===== config.mk =====
export PLATFORM = sky130hd
export DESIGN_NAME = mac_result_collector
export DESIGN_NICKNAME = d
export VERILOG_FILES = /design/src/rtl/mac_result_collector.sv
export SDC_FILE = /design/constraint.sdc
export NUM_CORES = 1
export LEC_CHECK = 0
export CAP_MARGIN = 0
export CORE_ASPECT_RATIO = 0.6
export CORE_MARGIN = 2
export CORE_UTILIZATION = 30
export DETAILED_ROUTE_END_ITERATION = 10
export PLACE_DENSITY = 0.54
export SYNTH_ARGS = -nofsm -noshare
export SYNTH_HDL_FRONTEND = slang
export SYNTH_SLANG_ARGS = --single-unit

===== constraint.sdc =====
create_clock -name clk -period 21.4 [get_ports clk]
set_input_delay 2.14 -clock clk [delete_from_list [all_inputs] [get_ports clk]]
set_output_delay 2.14 -clock clk [all_outputs]
set_load 0.005 [all_outputs]

===== src/rtl/mac_result_collector.sv =====
// mac_result_collector: credit-tracked result FIFO behind an 11-stage MAC pipeline.
// Optional MAC_COLLECT_ERR_DROP_EN discards errored results instead of storing them.
module mac_result_collector #(
    parameter int DEPTH = 16,
    parameter int CNT_W = 16
) (
    input  logic             clk,
    input  logic             rst,
    input  logic             issue_in,
    output logic             issue_ok,
    input  logic             store_valid_in,
    input  logic [63:0]      res_in,
    input  logic             error_in,
    output logic             out_valid,
    input  logic             out_ready,
    output logic [63:0]      out_data,
    output logic             out_err,
    output logic [CNT_W-1:0] result_cnt,
    output logic             overflow
);
    localparam int AW = $clog2(DEPTH);
    localparam logic [AW:0] DEPTH_V = (AW+1)'(DEPTH);
`ifdef MAC_COLLECT_ERR_DROP_EN
    localparam int EW = 64;
`else
    localparam int EW = 65;
`endif

    logic [AW:0]   occ, infl;
    logic [AW-1:0] wptr, rptr;
    logic [EW-1:0] mem [DEPTH];
    logic [AW+1:0] used;
    logic          full, pop, push_req, push, lost;

    assign used      = {1'b0, occ} + {1'b0, infl};
    assign issue_ok  = used < {1'b0, DEPTH_V};
    assign full      = occ == DEPTH_V;
    assign out_valid = occ != '0;
    assign pop       = out_valid && out_ready;
`ifdef MAC_COLLECT_ERR_DROP_EN
    assign push_req  = store_valid_in && !error_in;
    assign out_err   = 1'b0;
    assign out_data  = out_valid ? mem[rptr] : '0;
`else
    assign push_req  = store_valid_in;
    assign {out_err, out_data} = out_valid ? mem[rptr] : '0;
`endif
    // A full FIFO can still take a result if the head leaves in the same cycle.
    assign push = push_req && (!full || pop);
    assign lost = (push_req && !push) || (issue_in && !issue_ok) ||
                  (store_valid_in && !issue_in && infl == '0);

    always_ff @(posedge clk or posedge rst) begin
        if (rst) begin
            occ        <= '0;
            infl       <= '0;
            wptr       <= '0;
            rptr       <= '0;
            result_cnt <= '0;
            overflow   <= 1'b0;
        end else begin
            occ <= occ + {{AW{1'b0}}, push} - {{AW{1'b0}}, pop};
            if (issue_in && !store_valid_in && infl != DEPTH_V)
                infl <= infl + 1'b1;
            else if (!issue_in && store_valid_in && infl != '0)
                infl <= infl - 1'b1;
            if (push) wptr <= wptr + 1'b1;
            if (pop) rptr <= rptr + 1'b1;
            if (push) result_cnt <= result_cnt + 1'b1;
            if (lost) overflow <= 1'b1;
        end
    end

    always_ff @(posedge clk) begin
`ifdef MAC_COLLECT_ERR_DROP_EN
        if (push) mem[wptr] <= res_in;
`else
        if (push) mem[wptr] <= {error_in, res_in};
`endif
    end
endmodule


==> results.json, run 1 <==
{
  "worst_slew_pin_slew_ps": 1070,
  "routedWlPerCell_microns": 26.2,
  "rrSetupSlack_ps": 17470,
  "drt-pass1-iter-count": 7,
  "powerDensity_mw_per_mm2": 132,
  "hp-class": "flip-flop to flip-flop",
  "syn2layout_area_growth_pct": 16.5,
  "fillers": 12550,
  "drc": 0,
  "critPathRequiredTime_ps": 19260,
  "hold_ws_ps": 486,
  "cts-buffers-inserted": 101,
  "ys_seq_elements": 1075,
  "grt_overflow": 0,
  "synth_edf_count": 1040,
  "drt-total-wl_microns": 104000,
  "viasPerCell": 4.94,
  "top_usage_layer": "met2",
  "maxCapViolations": 0,
  "grt_use_met1": 0.203,
  "rsz0062_at_grt": "false",
  "setup_viol_count_final": 0,
  "cts_buffer_depth": 3,
  "clk_latency_ps": 710,
  "synthArstFlopShare": 0.0326,
  "ys.flop_type": "edfxtp_1",
  "ios": 154,
  "postCtsSetupRepairBufs": 0,
  "post-route-period-util": 0.348,
  "synth_top_area_frac": 0.756,
  "syn-instance-count": 1848,
  "ys_warn_count": 0,
  "num_vias": 19500,
  "antenna_found_initial": 9,
  "skew_ps": 28.6,
  "ant_nets": 0,
  "nNetsFinal": 2138,
  "maxSlewHeadroom": 0.285,
  "rr_worst_depth": 9,
  "ctsHoldBuffers": 0,
  "hpwl_microns": 51800,
  "drive_above_1_share": 0.234,
  "maxSlewViolCount": 0,
  "ctsResizeCount": 0,
  "critical_path_peak_fanout": 51,
  "critPathCaptureType": "output port",
  "cts_root_buffer": "clkbuf_16",
  "io_buffers": 153,
  "start_util": 0.302,
  "outcome": "finished, final reports clean",
  "power_w": 0.00636,
  "synth_cell_types": 43,
  "irDropWorstVdd_mv": 0.104,
  "htree_levels": 3,
  "crit_start": "rptr[0]$_DFFE_PP0P_",
  "synth.most_common_cell": "edfxtp_1",
  "core_area_sq_mm": 0.137,
  "reg2reg_to": "mem[8][45]$_DFFE_PP_",
  "fin_tns_setup_ps": 0,
  "reg2reg_from": "occ[2]$_DFF_PP0_",
  "yosys.area.top_type": "edfxtp_1",
  "synthTopCellsByCount": "edfxtp_1 (1040), mux4_2 (260), inv_1 (80)",
  "die-area_sq_mm": 0.141,
  "cp.arrival_ps": 5300,
  "cts_tree": "yes",
  "max_freq_mhz": 134,
  "syn_nets": 1939,
  "critical_path_class": "flip-flop to output port",
  "cp-start-kind": "flip-flop",
  "rows": 105,
  "ys_top_cells_by_area": "edfxtp_1 (76%), mux4_2 (14%), dfrtp_1 (2.1%)",
  "drt_iter0_drc": 1900,
  "clk_pin_slew_worst_paths_ps": 70,
  "place_congestion": 0.693,
  "fin_util": 0.352,
  "grt_start_max_net_pins": 55,
  "grt_pass1_vias": 20696,
  "grt_util_met3": 0.0305,
  "final.min_clock_period_ps": 7440,
  "fp.dieW_microns": 483,
  "critPathCapture": "out_data[20]",
  "grt_pass1_wl_microns": 149000,
  "cts_sinks": 1075,
  "grt.total_usage": 0.146,
  "total_leakage_power_nw": 14.9,
  "worst_slack_ps": 13960,
  "fp.dieH_microns": 291,
  "syn_area_sq_mm": 0.0413,
  "hold_viol": 0,
  "syn_area_per_cell_sq_um": 22.4,
  "dp_slack_ps": 14510,
  "seq_area_frac_synth": 0.777,
  "use_met2": 0.238
}
-- report_power, final --
group / leakage (nW) / total, W / internal (W) / switching (W)
Sequential: 9.82 / 0.00267 / 0.00253 / 0.000137
Combinational: 3.62 / 0.00198 / 0.000922 / 0.00106
Clock: 1.50 / 0.00171 / 0.000927 / 0.000783
-- placed cells by master, fill, tap and decap left out, drive strengths merged, types with 2 or more instances in the layout --
master and n:
clkdlybuf4s50 153, edfxtp 1040, mux4 260, and2 2, clkinvlp 4, a2111oi 2, buf 41, mux2 4
xnor2 21, nor2b 2, nand3 71, o211ai 65, clkbuf 129, a21o 2, and3 10, nor2 3
bufinv 3, a21oi 8, a22oi 66, and4 5, o21ai 3, fa 2, nand4 7, nand2 15
inv 87, nor4b 4, nor3b 6, xor2 7, dfrtp 35, clkinv 40, ha 19
-- cell families (layout without fill, tap and decap cells) --
kind of cell | Yosys count | in the layout | synth area share
flops | 1075 | 1075 | 0.777
mux | 264 | 264 | 0.143
buf+inv | 179 | 457 | 0.0191
compound gates | 151 | 151 | 0.0308
simple gates | 130 | 130 | 0.0174
xor+xnor | 28 | 28 | 0.00594
fa+ha+maj | 21 | 21 | 0.00672
other cells | 0 | 1 | 0
-- registers in the layout, summed over array words and instances, names as in the netlist --
signal	flops
mem	1040
result_cnt	16
infl	5
occ	5
rptr	4
wptr	4
overflow	1
-- worst max-delay path: stages, from the launching register on --
cell             delay, ps
dfrtp_4               1010
buf_4                  850
buf_4                  950
mux4_2                 620
a22oi_1                200
o211ai_1               290
clkdlybuf4s50_1        570
-- area by class of cell --
cell class / instances / area (sq um) / area share
flip-flops and latches: 1075 / 32100 / 0.667
clock buffers: 129 / 2690 / 0.0559
diodes: 1 / 2.50 / 0.0000520
repair buffers: 194 / 1840 / 0.0382
well taps: 1819 / 2280 / 0.0473
inverters: 81 / 304 / 0.00632
multi-input cells: 594 / 8510 / 0.177
clock inverters: 53 / 388 / 0.00806
-- how the worst min path moves through the flow --
stage / startpoint / endpoint / slack (ps) / cells after the start
finish: result_cnt[15]$_DFFE_PP0P_ / result_cnt[15]$_DFFE_PP0P_ / 490 / 1
global placement: result_cnt[15]$_DFFE_PP0P_ / result_cnt[15]$_DFFE_PP0P_ / 460 / 1
CTS: result_cnt[15]$_DFFE_PP0P_ / result_cnt[15]$_DFFE_PP0P_ / 490 / 1
global route: result_cnt[10]$_DFFE_PP0P_ / result_cnt[10]$_DFFE_PP0P_ / 510 / 1
floorplan: overflow$_DFFE_PP0P_ / overflow$_DFFE_PP0P_ / 470 / 2
detailed placement: result_cnt[15]$_DFFE_PP0P_ / result_cnt[15]$_DFFE_PP0P_ / 470 / 1
-- metrics by stage --
stage	instances	area, sq um
after floorplan	1848	41300
after global placement	3763	45000
after detailed placement	3763	45000
after CTS	3945	48100
after global routing	3945	48100
final	3946	48100
-- layer usage --
layer / up-vias / routed length, microns
met3: 144 / 5730
met1: 10648 / 46000
li1: 8161 / -
met2: 539 / 50000
met5: - / 42
met4: 8 / 1780
No activity file was read; power rests on OpenSTA's default activity.
==> inputs of run 2 (changes only) <==
- clock period: 21.4 -> 7.2 ns (I/O delays scaled with it)
==> run 2 against run 1 <==
  * Sequential power grew to 3.0 times the previous value
  * First-iteration DRC count rose by 0.16%
  * Worst hold slack got worse by 45 ps
  * Via count down 0.55%
  * Non-clock buffer count down 11
  * Critical path type unchanged
==> results.json, run 2 (synthesis results as in run 1) <==
{
  "outcome": "finished, final reports clean",
  "syn2layout_area_growth_pct": 16.4,
  "rows": 105,
  "cts_tree": "yes",
  "num_vias": 19392,
  "path_buf_inv": 2,
  "htree_levels": 3,
  "clk_latency_ps": 720,
  "fp.dieW_microns": 483,
  "nNetsFinal": 2127,
  "layout_common_cells": "edfxtp_1 (1040), mux4_2 (260), clkdlybuf4s50_1 (153)",
  "cts_buffer_depth": 3,
  "fp.dieH_microns": 291,
  "path_cells": "and3b_4 > buf_4 > a22oi_1 > o211ai_1 > clkdlybuf4s50_1",
  "ctsHoldBuffers": 0,
  "cts_root_buffer": "clkbuf_16",
  "powerDensity_mw_per_mm2": 393,
  "largest_reg_flops": 1040,
  "largest-register": "mem",
  "cp_slowest_cell": "and3b_4",
  "ctsResizeCount": 0,
  "io_buffers": 153,
  "drt-total-wl_microns": 98500,
  "cts_sinks": 1075,
  "hold_viol": 0,
  "total_leakage_power_nw": 14.9,
  "fin_tns_setup_ps": 0,
  "drt_iter0_drc": 1903,
  "cp.arrival_ps": 4400,
  "rsz0062_at_grt": "false",
  "postLayoutCellArea_sq_mm": 0.0481,
  "placed_cell_area_sq_mm": 0.0450,
  "postCtsSetupRepairBufs": 0,
  "worst_slack_ps": 2080,
  "grt.total_usage": 0.140,
  "cpPeakStageDelay_ps": 970,
  "critical_path_peak_fanout": 44,
  "die-area_sq_mm": 0.141,
  "setup_viol_count_final": 0,
  "maxSlewViolCount": 0,
  "critPathRequiredTime_ps": 6480,
  "critPathCaptureType": "output port",
  "core_area_sq_mm": 0.137,
  "worst_slew_pin_slew_ps": 1320,
  "grt_overflow": 0,
  "start_util": 0.302,
  "maxCapViolations": 0,
  "final_cells": 3936,
  "grt_pass1_vias": 20320,
  "final_common_cell": "edfxtp_1",
  "skew_ps": 38.4,
  "cp-start-kind": "flip-flop",
  "maxSlewHeadroom": 0.118,
  "power_w": 0.0189,
  "ios": 154,
  "antenna_found_initial": 9,
  "clk_pin_slew_worst_paths_ps": 70,
  "place_congestion": 0.710,
  "irDropWorstVdd_mv": 0.313,
  "crit_family": "buffers and inverters",
  "cts-buffers-inserted": 101,
  "drive_above_1_share": 0.228,
  "post-route-period-util": 0.711,
  "critical_path_class": "flip-flop to output port",
  "reg.largest.list": "mem x1040, result_cnt x16",
  "grt_pass1_wl_microns": 145000,
  "ant_nets": 0,
  "dp_slack_ps": 2700,
  "dp.cells": 3752,
  "max_freq_mhz": 195,
  "drc": 0,
  "viasPerCell": 4.93,
  "hp-class": "primary input to async pin",
  "drt-pass1-iter-count": 8,
  "hpwl_microns": 52200,
  "final.min_clock_period_ps": 5120,
  "grt_start_max_net_pins": 108,
  "routedWlPerCell_microns": 25.0
}
run 2: cell count changes in the layout (fill, tap and decap cells not counted), moves of 2 or more:
cell        delta
buf_12         +4
clkinv_4       -3
clkbuf_1       -2
clkinv_8       +2
clkinvlp_4     -3
inv_16         +2
clkinv_1       +5
clkbuf_8       -3
buf_4         -15
clkinv_2       +5
clkbuf_4       -2
run 2: worst min-delay path: cells and delay by family:
kind     cells  cell delay, ps
buf+inv      3             890
run 2: metrics by stage:
stage               hold WS (ps)   util
global route                 483  0.352
detailed placement           475  0.329
global placement             463  0.329
floorplan                    467      -
CTS                          396  0.352
finish                       442  0.352
run 2: worst paths after layout:
path	startpoint	endpoint	slack, ps	cells past startpoint
min	rst	result_cnt[14]$_DFFE_PP0P_	440	3
max in group asynchronous	rst	rptr[1]$_DFFE_PP0P_	6340	3
max reg2reg	occ[3]$_DFF_PP0_	mem[10][27]$_DFFE_PP_	3710	8
max	rptr[1]$_DFFE_PP0P_	out_data[22]	2080	5
min reg2reg	result_cnt[5]$_DFFE_PP0P_	result_cnt[5]$_DFFE_PP0P_	490	1
min in group clk	result_cnt[5]$_DFFE_PP0P_	result_cnt[5]$_DFFE_PP0P_	490	1
run 2: area by class of cell:
| cell class | count | area [sq um] |
|---|---|---|
| fill | 12596 | 88600 |
| sequential | 1075 | 32100 |
| multi-input combinational | 594 | 8510 |
| clock buffer | 121 | 2600 |
| tap | 1819 | 2280 |
| timing repair buffer | 183 | 1810 |
| clock inverter | 61 | 453 |
| inverter | 81 | 304 |
| antenna | 2 | 5.00 |
run 2: per-layer routing:
| metal | global-route usage | share of wire |
|---|---|---|
| met3 | 0.0314 | 0.061 |
| met5 | 0 | 0.00063 |
| met2 | 0.215 | 0.46 |
| met1 | 0.204 | 0.46 |
| met4 | 0.0270 | 0.014 |
run 2: power by group:
part | total [W] | switching [W] | internal (W)
Sequential | 0.00792 | 0.000385 | 0.00754
Clock | 0.00507 | 0.00234 | 0.00273
Combinational | 0.00589 | 0.00314 | 0.00275
==> inputs of run 3 (changes only) <==
- PLACE_DENSITY: 0.54 -> 0.56
- clock period: 7.2 -> 4.1 ns (I/O delays scaled with it)
==> run 3 against run 2 <==
  * Critical path depth up 3
  * Core utilization up 0.77 points
  * Die area unchanged
  * Critical path type unchanged
  * Highest routed layer unchanged
==> results.json, run 3 (synthesis results as in run 1) <==
{
  "fin_util": 0.360,
  "critPathCaptureType": "output port",
  "post-route-period-util": 0.978,
  "critical_path_class": "flip-flop to output port",
  "maxSlewViolCount": 0,
  "fp.dieH_microns": 291,
  "hpwl_microns": 55900,
  "drive_above_1_share": 0.250,
  "die-area_sq_mm": 0.141,
  "antenna_found_initial": 8,
  "crit_family": "buffers and inverters",
  "drc": 0,
  "ant_nets": 0,
  "rows": 105,
  "top_usage_layer": "met2",
  "rsz0062_at_grt": "true",
  "ctsHoldBuffers": 0,
  "drt-total-wl_microns": 100000,
  "grt.total_usage": 0.142,
  "clk_pin_slew_worst_paths_ps": 60,
  "cpPeakStageDelay_ps": 560,
  "maxCapViolations": 0,
  "critPathRequiredTime_ps": 3690,
  "setup_viol_count_final": 0,
  "grt_overflow": 0,
  "postCtsSetupRepairBufs": 0,
  "clk_latency_ps": 720,
  "internal_power_w": 0.0237,
  "grt_util_met3": 0.0256,
  "final_common_cell": "edfxtp_1",
  "irDropWorstVdd_mv": 0.482,
  "hold_ws_ps": 109,
  "worst_slew_pin_slew_ps": 979,
  "cp.depth": 8,
  "num_vias": 19755,
  "routedWlPerCell_microns": 25.2,
  "grt_pass1_wl_microns": 146000,
  "cts_root_buffer": "clkbuf_16",
  "hold_viol": 0,
  "core_area_sq_mm": 0.137,
  "use_met2": 0.214,
  "cts_tree": "yes",
  "place_congestion": 0.734,
  "rrSetupSlack_ps": 930,
  "grt_use_met1": 0.211,
  "powerDensity_mw_per_mm2": 695,
  "start_util": 0.302,
  "cp_slowest_cell": "clkdlybuf4s50_1",
  "maxSlewHeadroom": 0.347,
  "p_comb_frac": 0.324,
  "p_sw_frac": 0.307,
  "drt-pass1-iter-count": 5,
  "critical_path_peak_fanout": 20,
  "cts_sinks": 1075,
  "grt_start_max_net_pins": 132,
  "layout_common_cells": "edfxtp_1 (1040), mux4_2 (260), clkdlybuf4s50_1 (150)",
  "path_cells": "inv_1 > ha_1 > or4b_4 > and3b_4 > buf_4 > a22oi_1 > o211ai_1 > clkdlybuf4s50_1",
  "io_buffers": 153,
  "fp.dieW_microns": 483,
  "path_buf_inv": 3,
  "reg2reg_to": "mem[8][23]$_DFFE_PP_",
  "largest_reg_flops": 1040,
  "netSwitchingPower_w": 0.0105,
  "outcome": "finished, final reports clean",
  "final.min_clock_period_ps": 4010,
  "drt_iter0_drc": 1781,
  "skew_ps": 40.5,
  "largest-register": "mem",
  "htree_levels": 3,
  "cts_buffer_depth": 3,
  "power_frac_clock": 0.275,
  "cp.arrival_ps": 3600,
  "cts-buffers-inserted": 99,
  "syn2layout_area_growth_pct": 18.9,
  "total_leakage_power_nw": 15.4,
  "max_freq_mhz": 249,
  "rr_worst_depth": 8,
  "reg.largest.list": "mem x1040, result_cnt x16",
  "grt_pass1_vias": 20366,
  "viasPerCell": 4.96,
  "cp-start-kind": "flip-flop",
  "ios": 154,
  "nNetsFinal": 2166,
  "p_seq_frac": 0.401,
  "hp-class": "primary input to async pin",
  "reg2reg_from": "occ[3]$_DFF_PP0_"
}
[run 3: final cells by class]
cell class / count / area [sq um]
repair buffers: 223 / 2530
clock inverters: 71 / 776
inverters: 81 / 304
clock buffers: 115 / 2540
well taps: 1819 / 2280
flip-flops and latches: 1075 / 32100
multi-input cells: 595 / 8580
diodes: 2 / 5.00
fillers: 12459 / 87500
[run 3: routing by layer]
| layer | part of all wire | vias up |
|---|---|---|
| met5 | 0.00054 | - |
| met4 | 0.020 | 8 |
| met3 | 0.058 | 128 |
| met2 | 0.46 | 597 |
| met1 | 0.46 | 10794 |
| li1 | - | 8228 |
[run 3: through the flow]
stage / TNS (ps) / area [sq um] / worst slack, ps / power [W] / cells
after floorplan: -348790 / 41400 / -1360 / 0.0203 / 1848
after global placement: 0 / 45800 / 499 / 0.0252 / 3792
after detailed placement: 0 / 45800 / 645 / 0.0253 / 3792
after CTS: 0 / 49100 / 6.28 / 0.0347 / 3979
after global routing: -70.9 / 49100 / -53.3 / 0.0357 / 3980
final: 0 / 49100 / 90.1 / 0.0341 / 3981
[run 3: worst max path at each step]
stage	end	start
5_1_grt	out_data[16]	occ[3]$_DFF_PP0_
3_5_place_dp	out_data[51]	occ[3]$_DFF_PP0_
6_report	out_data[16]	occ[3]$_DFF_PP0_
3_3_place_gp	occ[4]$_DFF_PP0_	store_valid_in
4_1_cts	out_data[23]	occ[3]$_DFF_PP0_
2_1_floorplan	mem[0][0]$_DFFE_PP_	occ[2]$_DFF_PP0_
[run 3: tightest hold or removal path, stage by stage]
cell and delay [ps]:
clkdlybuf4s50_1 400, inv_1 50, buf_4 410
[run 3: power groups by stage]
stage / registers (W) / clock network, W / logic, W
2_1_floorplan: 0.0137 / 0 / 0.00654
3_3_place_gp: 0.0139 / 0 / 0.0113
3_5_place_dp: 0.0139 / 0 / 0.0113
4_1_cts: 0.0137 / 0.00962 / 0.0114
5_1_grt: 0.0138 / 0.0100 / 0.0119
6_report: 0.0137 / 0.00938 / 0.0111
[run 3: what timing repair did]
action | CTS | global route
resized for setup | 3 | 4
gates cloned | 1 | 0
endpoints found under the setup margin | 18 | 7
pin swaps | 0 | 1
